$ cat config.mk
export PLATFORM = sky130hd
export DESIGN_NAME = spi_burst_controller
export DESIGN_NICKNAME = d
export VERILOG_FILES = /design/src/rtl/spi_burst_controller.sv
export SDC_FILE = /design/constraint.sdc
export NUM_CORES = 1
export LEC_CHECK = 0
export ABC_CLOCK_PERIOD_IN_PS = 3900
export CAP_MARGIN = 20
export CELL_PAD_IN_SITES_DETAIL_PLACEMENT = 1
export CELL_PAD_IN_SITES_GLOBAL_PLACEMENT = 2
export CORE_MARGIN = 1
export CORE_UTILIZATION = 34
export DETAILED_ROUTE_END_ITERATION = 16
export PLACE_DENSITY_LB_ADDON = 0.1
export REMOVE_ABC_BUFFERS = 1
export SETUP_SLACK_MARGIN = 0.3
export SYNTH_ARGS = -nofsm -noshare
export SYNTH_HDL_FRONTEND = slang
export SYNTH_SLANG_ARGS = --single-unit
$ cat constraint.sdc
create_clock -name clk -period 3.9 [get_ports clk]
set_input_delay 0.78 -clock clk [delete_from_list [all_inputs] [get_ports clk]]
set_output_delay 0.78 -clock clk [all_outputs]
set_load 0.1 [all_outputs]
$ cat src/rtl/spi_burst_controller.sv
// SPI burst master: 1..NUM_WORDS words per frame, all CPOL/CPHA modes, MSB/LSB first.
// Define SPI_BURST_SS_GAP_EN to frame each word separately with an SS_GAP-cycle SS_n gap.
module spi_burst_controller #(
  parameter int DATA_BITS = 8,
  parameter int NUM_WORDS = 4,
  parameter int CLK_DIV   = 2,
  parameter bit CPOL      = 1'b0,
  parameter bit CPHA      = 1'b0,
  parameter bit LSB_FIRST = 1'b0,
  parameter int SS_GAP    = 2,
  localparam int CNT_W = $clog2(NUM_WORDS + 1),
  localparam int IDX_W = (NUM_WORDS > 1) ? $clog2(NUM_WORDS) : 1
) (
  input  logic                           clk,
  input  logic                           reset,
  input  logic                           start,
  input  logic [CNT_W-1:0]               word_count,
  input  logic [NUM_WORDS*DATA_BITS-1:0] tx_words,
  output logic                           busy,
  output logic                           done,
  output logic [NUM_WORDS*DATA_BITS-1:0] rx_words,
  output logic                           rx_strobe,
  output logic [IDX_W-1:0]               rx_index,
  output logic                           SCK,
  output logic                           SS_n,
  output logic                           MOSI,
  input  logic                           MISO
);

  localparam int WB    = NUM_WORDS * DATA_BITS;
  localparam int TW    = $clog2(2 * DATA_BITS);
  localparam int DIV_W = $clog2(CLK_DIV + SS_GAP + 1);
  localparam logic [CNT_W-1:0] MAX_CNT  = CNT_W'(NUM_WORDS);
  localparam logic [DIV_W-1:0] DIV_LAST = DIV_W'(CLK_DIV - 1);
  localparam logic [TW-1:0]    TOG_LAST = TW'(2 * DATA_BITS - 1);
`ifdef SPI_BURST_SS_GAP_EN
  localparam logic [DIV_W-1:0] GAP_LAST = DIV_W'((SS_GAP > 1) ? SS_GAP - 1 : 0);
`endif

  typedef enum logic [2:0] {
    IDLE   = 3'd0,
    SETUP  = 3'd1,
    SHIFT  = 3'd2,
    HOLD   = 3'd3,
    GAP    = 3'd4,
    FINISH = 3'd5
  } state_t;

  state_t               state_r;
  logic [WB-1:0]        tx_buf_r;
  logic [WB-1:0]        rx_words_r;
  logic [DATA_BITS-1:0] rx_sr_r;
  logic [CNT_W-1:0]     count_r;
  logic [CNT_W-1:0]     word_idx_r;
  logic [TW-1:0]        tog_cnt_r;
  logic [DIV_W-1:0]     div_cnt_r;
  logic [IDX_W-1:0]     rx_index_r;
  logic                 busy_r, done_r, rx_strobe_r, sck_r, ss_n_r, mosi_r;

  logic [CNT_W-1:0]     clamped_s;
  logic [CNT_W-1:0]     next_word_s;
  logic [DATA_BITS-1:0] rx_shift_s;
  logic                 div_end_s, word_end_s, odd_toggle_s, more_s;

  // Bit b_idx (in transmit order) of word w_idx.
  function automatic logic word_bit(input logic [WB-1:0] words, input int w_idx, input int b_idx);
    int pos;
    pos = LSB_FIRST ? b_idx : (DATA_BITS - 1 - b_idx);
    if (w_idx < NUM_WORDS) begin
      word_bit = words[w_idx * DATA_BITS + pos];
    end else begin
      word_bit = 1'b0;
    end
  endfunction

  // Word count clamp, receive shift candidate and sequencing flags.
  always_comb begin
    if (word_count > MAX_CNT) begin
      clamped_s = MAX_CNT;
    end else begin
      clamped_s = word_count;
    end
    if (LSB_FIRST) begin
      rx_shift_s = {MISO, rx_sr_r[DATA_BITS-1:1]};
    end else begin
      rx_shift_s = {rx_sr_r[DATA_BITS-2:0], MISO};
    end
    next_word_s  = word_idx_r + CNT_W'(1);
    more_s       = (next_word_s < count_r);
    div_end_s    = (div_cnt_r == DIV_LAST);
    word_end_s   = (tog_cnt_r == TOG_LAST);
    odd_toggle_s = (tog_cnt_r[0] == 1'b0);
  end

  // Burst sequencer: SCK/MOSI generation, MISO capture and registered status.
  always_ff @(posedge clk or posedge reset) begin
    if (reset) begin
      state_r     <= IDLE;
      tx_buf_r    <= '0;
      rx_words_r  <= '0;
      rx_sr_r     <= '0;
      count_r     <= '0;
      word_idx_r  <= '0;
      tog_cnt_r   <= '0;
      div_cnt_r   <= '0;
      rx_index_r  <= '0;
      busy_r      <= 1'b0;
      done_r      <= 1'b0;
      rx_strobe_r <= 1'b0;
      sck_r       <= CPOL;
      ss_n_r      <= 1'b1;
      mosi_r      <= 1'b0;
    end else begin
      done_r      <= 1'b0;
      rx_strobe_r <= 1'b0;
      case (state_r)
        IDLE: begin
          div_cnt_r  <= '0;
          tog_cnt_r  <= '0;
          word_idx_r <= '0;
          if (start) begin
            tx_buf_r <= tx_words;
            count_r  <= clamped_s;
            if (clamped_s == '0) begin
              state_r <= FINISH;
              done_r  <= 1'b1;
            end else begin
              state_r <= SETUP;
              busy_r  <= 1'b1;
              ss_n_r  <= 1'b0;
              sck_r   <= CPOL;
              mosi_r  <= word_bit(tx_words, 0, 0);
            end
          end
        end
        SETUP: begin
          ss_n_r <= 1'b0;
          if (div_end_s) begin
            div_cnt_r <= '0;
            state_r   <= SHIFT;
          end else begin
            div_cnt_r <= div_cnt_r + DIV_W'(1);
          end
        end
        SHIFT: begin
          if (div_end_s) begin
            div_cnt_r <= '0;
            sck_r     <= ~sck_r;
            if (odd_toggle_s != CPHA) begin
              rx_sr_r <= rx_shift_s;
            end
            if (word_end_s) begin
              // CPHA=1 samples the last bit on this very toggle.
              tog_cnt_r   <= '0;
              rx_words_r[int'(word_idx_r) * DATA_BITS +: DATA_BITS] <= CPHA ? rx_shift_s : rx_sr_r;
              rx_strobe_r <= 1'b1;
              rx_index_r  <= IDX_W'(word_idx_r);
              word_idx_r  <= next_word_s;
              if (more_s) begin
                mosi_r <= word_bit(tx_buf_r, int'(next_word_s), 0);
`ifdef SPI_BURST_SS_GAP_EN
                state_r <= HOLD;
`endif
              end else begin
                state_r <= HOLD;
              end
            end else begin
              tog_cnt_r <= tog_cnt_r + TW'(1);
              if (odd_toggle_s == CPHA) begin
                mosi_r <= word_bit(tx_buf_r, int'(word_idx_r), (int'(tog_cnt_r) + 1) / 2);
              end
            end
          end else begin
            div_cnt_r <= div_cnt_r + DIV_W'(1);
          end
        end
        HOLD: begin
          if (div_end_s) begin
            div_cnt_r <= '0;
`ifdef SPI_BURST_SS_GAP_EN
            if (word_idx_r != count_r) begin
              state_r <= GAP;
              ss_n_r  <= 1'b1;
            end else begin
              state_r <= FINISH;
              ss_n_r  <= 1'b1;
              done_r  <= 1'b1;
              busy_r  <= 1'b0;
            end
`else
            state_r <= FINISH;
            ss_n_r  <= 1'b1;
            done_r  <= 1'b1;
            busy_r  <= 1'b0;
`endif
          end else begin
            div_cnt_r <= div_cnt_r + DIV_W'(1);
          end
        end
`ifdef SPI_BURST_SS_GAP_EN
        GAP: begin
          if (div_cnt_r == GAP_LAST) begin
            div_cnt_r <= '0;
            state_r   <= SETUP;
            ss_n_r    <= 1'b0;
          end else begin
            div_cnt_r <= div_cnt_r + DIV_W'(1);
          end
        end
`endif
        FINISH: begin
          state_r <= IDLE;
        end
        default: begin
          state_r <= IDLE;
        end
      endcase
    end
  end

  assign busy      = busy_r;
  assign done      = done_r;
  assign rx_words  = rx_words_r;
  assign rx_strobe = rx_strobe_r;
  assign rx_index  = rx_index_r;
  assign SCK       = sck_r;
  assign SS_n      = ss_n_r;
  assign MOSI      = mosi_r;

endmodule

==> results of run 1 <==
cell usage in the layout (no fill, tap or decap), types with 3 or more instances in the layout:
cell             synthesis  layout
dfrtp_1                 95      95
clkdlybuf4s50_1          0      78
nand2_1                 60      60
mux2_2                  52      52
o21ai_0                 44      44
nand3_1                 16      16
nor2_1                  13      13
ha_1                    13      13
a21oi_1                 12      12
inv_1                   10       9
clkbuf_16                0       9
buf_4                    0       8
mux4_2                   5       5
xnor2_1                  4       4
nor3_1                   4       4
nor3b_1                  3       3
nor2b_1                  3       3
o211ai_1                 3       3
logic make-up (layout without fill, tap and decap cells):
| logic type | count (synthesis) | after routing | synth area share [%] |
|---|---|---|---|
| adders and majority gates | 14 | 14 | 4.082 |
| muxes | 61 | 61 | 17.22 |
| AOI/OAI and AO/OA | 74 | 74 | 9.337 |
| xor gates and xnor gates | 6 | 6 | 1.342 |
| buffers and inverters | 28 | 113 | 2.796 |
| and+or+nand+nor | 113 | 113 | 11.52 |
| DFF | 96 | 96 | 53.70 |
final timing paths:
check	from	to	slack, ns	depth (start not counted)
setup reg to reg	tog_cnt_r[0]	MOSI	0.98	11
min in group asynchronous	reset	tx_buf_r[31]	0.86	2
setup / recovery	tog_cnt_r[0]	MOSI	0.98	11
hold reg to reg	rx_words[31]	rx_words[31]	0.48	2
hold / removal	rx_words[31]	rx_words[31]	0.48	2
max in group asynchronous	reset	rx_words[20]	2.23	3
per-layer routing:
| layer | wire, µm | share of wire [%] | GRT usage, % |
|---|---|---|---|
| met2 | 5360 | 50 | 30.30 |
| met5 | 0 | 0 | 0 |
| met1 | 4760 | 45 | 22.00 |
| met4 | 188 | 1.8 | 7.089 |
| met3 | 346 | 3.2 | 3.425 |
report_power, final:
part | internal (µW) | switching [µW]
Combinational | 542 | 569
Clock | 580 | 383
Sequential | 1260 | 247
tightest hold or removal path, stage by stage, from the launching register on:
cell and delay (ns):
dfrtp_1 0.34, nand2_1 0.05, o21ai_0 0.06
registers in the layout (all words and copies together), names as in the netlist, 3 cells and up:
register    flops
rx_words       32
tx_buf_r       32
rx_sr_r         8
tog_cnt_r       4
count_r         3
div_cnt_r       3
state_r         3
word_idx_r      3
metrics by stage:
stage | util [%] | hold slack, ns | setup WS [ns] | power, µW | cells
floorplan | - | 0.4720 | 0.6163 | 2279 | 375
global placement | 42.86 | 0.4622 | 1.171 | 2622 | 633
detailed placement | 42.86 | 0.4711 | 0.9756 | 2657 | 633
CTS | 45.39 | 0.4866 | 0.9357 | 3652 | 649
global route | 45.39 | 0.5128 | 0.7559 | 3817 | 649
finish | 45.39 | 0.4812 | 0.9837 | 3585 | 649
cell type report:
type	count	area (µm²)
clock buffers	11	242.7
well taps	172	215.2
multi-input cells	268	1947
inverters	11	46.29
clock inverters	5	78.83
fillers	1417	6948
flip-flops and latches	96	2404
repair buffers	86	840.8
==> flow_summary.toml, run 1 <==
[floorplanning]
rows = 41
die_area_mm2 = 0.01363
die_y_um = 116.7
core_area_mm2 = 0.01272
initial_core_util_pct = 35.18
io_pins = 79
die_w_um = 116.7

[synthesis]
synth_top_area_share_pct = 53.12
synthCells = 392
yosysWarnings = 0
synthTopCellsByArea = "dfrtp_1 (53%), mux2_2 (13%), nand2_1 (5.0%), o21ai_0 (4.9%), ha_1 (3.6%)"
syn_avg_cell_area_um2 = 11.42
yosys-top-cells-count = "dfrtp_1 (95), nand2_1 (60), mux2_2 (52)"
mappedNetlistArea_mm2 = 0.004476
ys_seq_elements = 96
yosysTopAreaCell = "dfrtp_1"
ys.flop_type = "dfrtp_1"
synth-async-reset-ratio_pct = 100.0
synth_edf_count = 0
synthDistinctLibCells = 47
ys_seq_area_share_pct = 53.70
yosysMostFrequentCell = "dfrtp_1"

[worst_setup_path]
critPathSlowestCell = "fa_1"
path_class = "reg -> reg"
critPathTopFamily = "adder cells"
cp-end-kind = "register"
cp_num_buf_inv = 2
arrival_ns = 3.19
path_max_fanout = 6
crit_chain = "ha_1 -> nand3_1 -> inv_1 -> fa_1 -> inv_1 -> ha_1 -> a21oi_1 -> xnor2_1 -> a311oi_1 -> o211ai_1 -> a31oi_1"
cp.required_ns = 4.17
start_kind = "register"
cp_slowest_stage_delay_ns = 0.52

[finish]
antenna_cells = 0
finish.instance_area_mm2 = 0.005774
final_nets = 525
layout-drive-gt1-share_pct = 18.45
area_growth_pct = 29.02

[drt]
viasPerCell = 4.946
route.detailed.wl_per_inst_um = 16.42
antenna_left = 0
wl_um = 10650
drt_iter0_drc = 138
num_vias = 3210
drtPass1Iterations = 4
drc = 0

[power]
p_per_area_mw_per_mm2 = 620.8
vdd_drop_max_mv = 0.3761
power.static_leakage_uw = 0.002426

[job]
cap_violations = 0

[clocking]
clock_latency_ns = 0.35
cts_max_level = 3
cts.path.max_buffers = 2
cts.sinks = 96
clk_pin_slew_ns = 0.07
postCtsHoldBufs = 0
cts_buffers = 9
post_cts_buffers = 0
cts_tree = "yes"
post_cts_resized = 0
clockRootBuffer = "clkbuf_16"

[global_route]
grt_pass1_wl_um = 17920
antenna_found_initial = 0
gr-usage-all-layers_pct = 17.70
grt_max_degree = 51
first_global_vias = 3423
overflow = 0

[placed_design]
post_dp_cell_area_mm2 = 0.005453
portBuffers = 78
place_congestion = 0.7406
post-dp-hpwl_um = 7606

[timing]
rsz0062_at_grt = "no"
setup_viol = 0
fin_crit_sh_pct = 74.78
skew_ns = 0.01122
maxSlewViolCount = 0
finalHoldViolations = 0
fmax_mhz = 342.9
relSlewSlack_pct = 33.84
finalSetupTns_ns = 0
period_needed_ns = 2.916
tightest_slew_ns = 0.9894

[run_status]
outcome = "complete, no violations"

[worst_hold_path]
hp-class = "reg -> reg"
Power figures use the tool's default switching activity.
==> run 2, diff against run 1 <==
--- a/config.mk
+++ b/config.mk
@@ -5,12 +5,12 @@
 export SDC_FILE = /design/constraint.sdc
 export NUM_CORES = 1
 export LEC_CHECK = 0
-export ABC_CLOCK_PERIOD_IN_PS = 3900
+export ABC_CLOCK_PERIOD_IN_PS = 2600
 export CAP_MARGIN = 20
 export CELL_PAD_IN_SITES_DETAIL_PLACEMENT = 1
 export CELL_PAD_IN_SITES_GLOBAL_PLACEMENT = 2
 export CORE_MARGIN = 1
-export CORE_UTILIZATION = 34
+export CORE_UTILIZATION = 31
 export DETAILED_ROUTE_END_ITERATION = 16
 export PLACE_DENSITY_LB_ADDON = 0.1
 export REMOVE_ABC_BUFFERS = 1
==> constraint.sdc (replaced) <==
create_clock -name clk -period 2.6 [get_ports clk]
set_input_delay 0.52 -clock clk [delete_from_list [all_inputs] [get_ports clk]]
set_output_delay 0.52 -clock clk [all_outputs]
set_load 0.1 [all_outputs]
==> run 2 against run 1 <==
Wire length rose by 2.6%; first-iteration DRC count fell by 28%; total power rose by 51%; sequential share of layout area fell by 1.2 points.
==> flow_summary.toml, run 2 (synthesized netlist as in run 1, its figures left out) <==
[run_status]
outcome = "complete, no violations"

[drt]
drt_iter0_drc = 100
drc = 0
num_vias = 3270
viasPerCell = 4.830
wl_um = 10930
route.detailed.wl_per_inst_um = 16.15
antenna_left = 0
drtPass1Iterations = 4

[floorplanning]
initial_core_util_pct = 31.99
core_area_mm2 = 0.01399
die_y_um = 122.2
die_area_mm2 = 0.01492
rows = 43
io_pins = 79
die_w_um = 122.2

[finish]
final_nets = 545
area_growth_pct = 32.93
fillers = 1553
final_common_cell = "dfrtp_1"
seqCellArea_mm2 = 0.002406
multi_input_area_mm2 = 0.002034
antenna_cells = 0
layout-drive-gt1-share_pct = 31.79
final_cell_mix = "dfrtp_1 (93), buf_4 (63), nand2_1 (59), mux2_2 (51), o21ai_0 (44)"

[timing]
hold_slack_ns = 0.4820
maxSlewViolCount = 0
relSlewSlack_pct = 62.14
fmax_mhz = 400.9
period_needed_ns = 2.494
finalHoldViolations = 0
setup_viol = 0
fin_crit_sh_pct = 95.94
finalSetupTns_ns = 0
rsz0062_at_grt = "yes"
tightest_slew_ns = 0.5658
skew_ns = 0.004627

[clocking]
cts_buffers = 9
cts_tree = "yes"
clockRootBuffer = "clkbuf_16"
clock_latency_ns = 0.34
postCtsHoldBufs = 0
clk_pin_slew_ns = 0.07
cts.path.max_buffers = 2
cts.sinks = 96
cts_max_level = 3

[global_route]
overflow = 0
gr-usage-all-layers_pct = 16.04
grt_pass1_wl_um = 18040
grt_max_degree = 46
first_global_vias = 3435
antenna_found_initial = 0

[power]
vdd_drop_max_mv = 0.4077
intPower_uw = 3587
clockPowerShare_pct = 25.3
p_sw_uw = 1812
power.static_leakage_uw = 0.002611
comb_power_share_pct = 32.8
power_frac_seq_pct = 41.8
p_per_area_mw_per_mm2 = 907.6
swShare_pct = 33.56

[worst_hold_path]
hold_end = "rx_words[27]"
hp-class = "reg -> reg"
whs_path_depth = 2
hp-start = "rx_words[27]"

[worst_setup_path]
cp-end-kind = "register"
arrival_ns = 2.71
cp.required_ns = 2.82
path_max_fanout = 7
ff2ff_setup_slack_ns = 0.11
path_class = "reg -> reg"
regToRegEndpoint = "MOSI"
worst-r2r-cell-count = 10
start_kind = "register"
rr_startpoint = "tog_cnt_r[0]"

[placed_design]
post-dp-hpwl_um = 7892
portBuffers = 78
place_congestion = 0.7135

[job]
cap_violations = 0
==> run 2: changes by cell type in the layout (fill, tap and decap cells not counted), sizes merged <==
cell	before	now
clkinvlp	0	1
clkdlybuf4s50	78	38
clkinv	2	0
clkbuf	11	14
buf	8	68
inv	12	11
bufinv	2	1
==> run 2: timing repair <==
item / in CTS / in global routing
hold endpoints to repair: 0 / 0
pin swaps: 9 / 5
resized for setup: 13 / 6
buffers inserted: 6 / 1
setup endpoints to repair: 1 / 9
==> run 2: final cells by class <==
cell class / count / area share, %
clock buffers: 14 / 4.437
clock inverters: 2 / 0.6309
inverters: 11 / 0.7781
multi-input cells: 268 / 34.20
flip-flops and latches: 96 / 40.44
well taps: 180 / 3.785
repair buffers: 106 / 15.73
==> run 2: power by group through the flow <==
stage                     combinational (µW)  clock, µW  sequential (µW)
after global routing                    1960       1460             2330
after CTS                               1790       1410             2270
final                                   1770       1370             2260
after detailed placement                1750          0             2290
after global placement                  1710          0             2290
after floorplan                         1090          0             2330
==> run 2: worst max path at each step <==
stage | slack (ns) | depth (start not counted) | from | to
6_report | 0.11 | 10 | tog_cnt_r[0] | MOSI
5_1_grt | 0.005 | 10 | tog_cnt_r[0] | MOSI
4_1_cts | 0.10 | 11 | tog_cnt_r[0] | MOSI
3_5_place_dp | -0.07 | 11 | tog_cnt_r[0] | MOSI
3_3_place_gp | 0.05 | 9 | tog_cnt_r[1] | MOSI
2_1_floorplan | -0.42 | 1 | reset | MOSI
==> run 2: metal layers <==
metal	track usage [%]	vias up	part of all wire (%)
met4	6.402	0	1.6
met5	0	-	0
met3	2.949	11	3.3
li1	-	1577	-
met2	26.55	56	49
met1	20.66	1626	46
==> run 2: metrics by stage <==
step,utilization [%],instances,area [µm²],power [µW],setup WS [ns]
global placement,39.30,654,5498,3998,0.05157
global route,42.53,677,5949,5754,0.004505
finish,42.53,677,5949,5399,0.1057
CTS,42.28,676,5914,5474,0.1026
floorplan,-,375,4394,3418,-0.4237
detailed placement,39.30,654,5498,4041,-0.07235
==> run 2: worst max-delay path, stage by stage, from the launching register on <==
cell and delay, ns:
dfrtp_1 0.42, nand3_2 0.15, xnor2_4 0.17, buf_6 0.13, ha_4 0.29, mux4_2 0.51
mux2_4 0.29, nand2_2 0.07, o31ai_2 0.05, o211ai_1 0.19, a31oi_1 0.10
==> run 3, diff against run 2 <==
--- a/config.mk
+++ b/config.mk
@@ -6,7 +6,7 @@
 export NUM_CORES = 1
 export LEC_CHECK = 0
 export ABC_CLOCK_PERIOD_IN_PS = 2600
-export CAP_MARGIN = 20
+export CAP_MARGIN = 10
 export CELL_PAD_IN_SITES_DETAIL_PLACEMENT = 1
 export CELL_PAD_IN_SITES_GLOBAL_PLACEMENT = 2
 export CORE_MARGIN = 1
==> results of run 3 <==
Same layout as run 2: the final DEF is identical, and so are final timing and power.
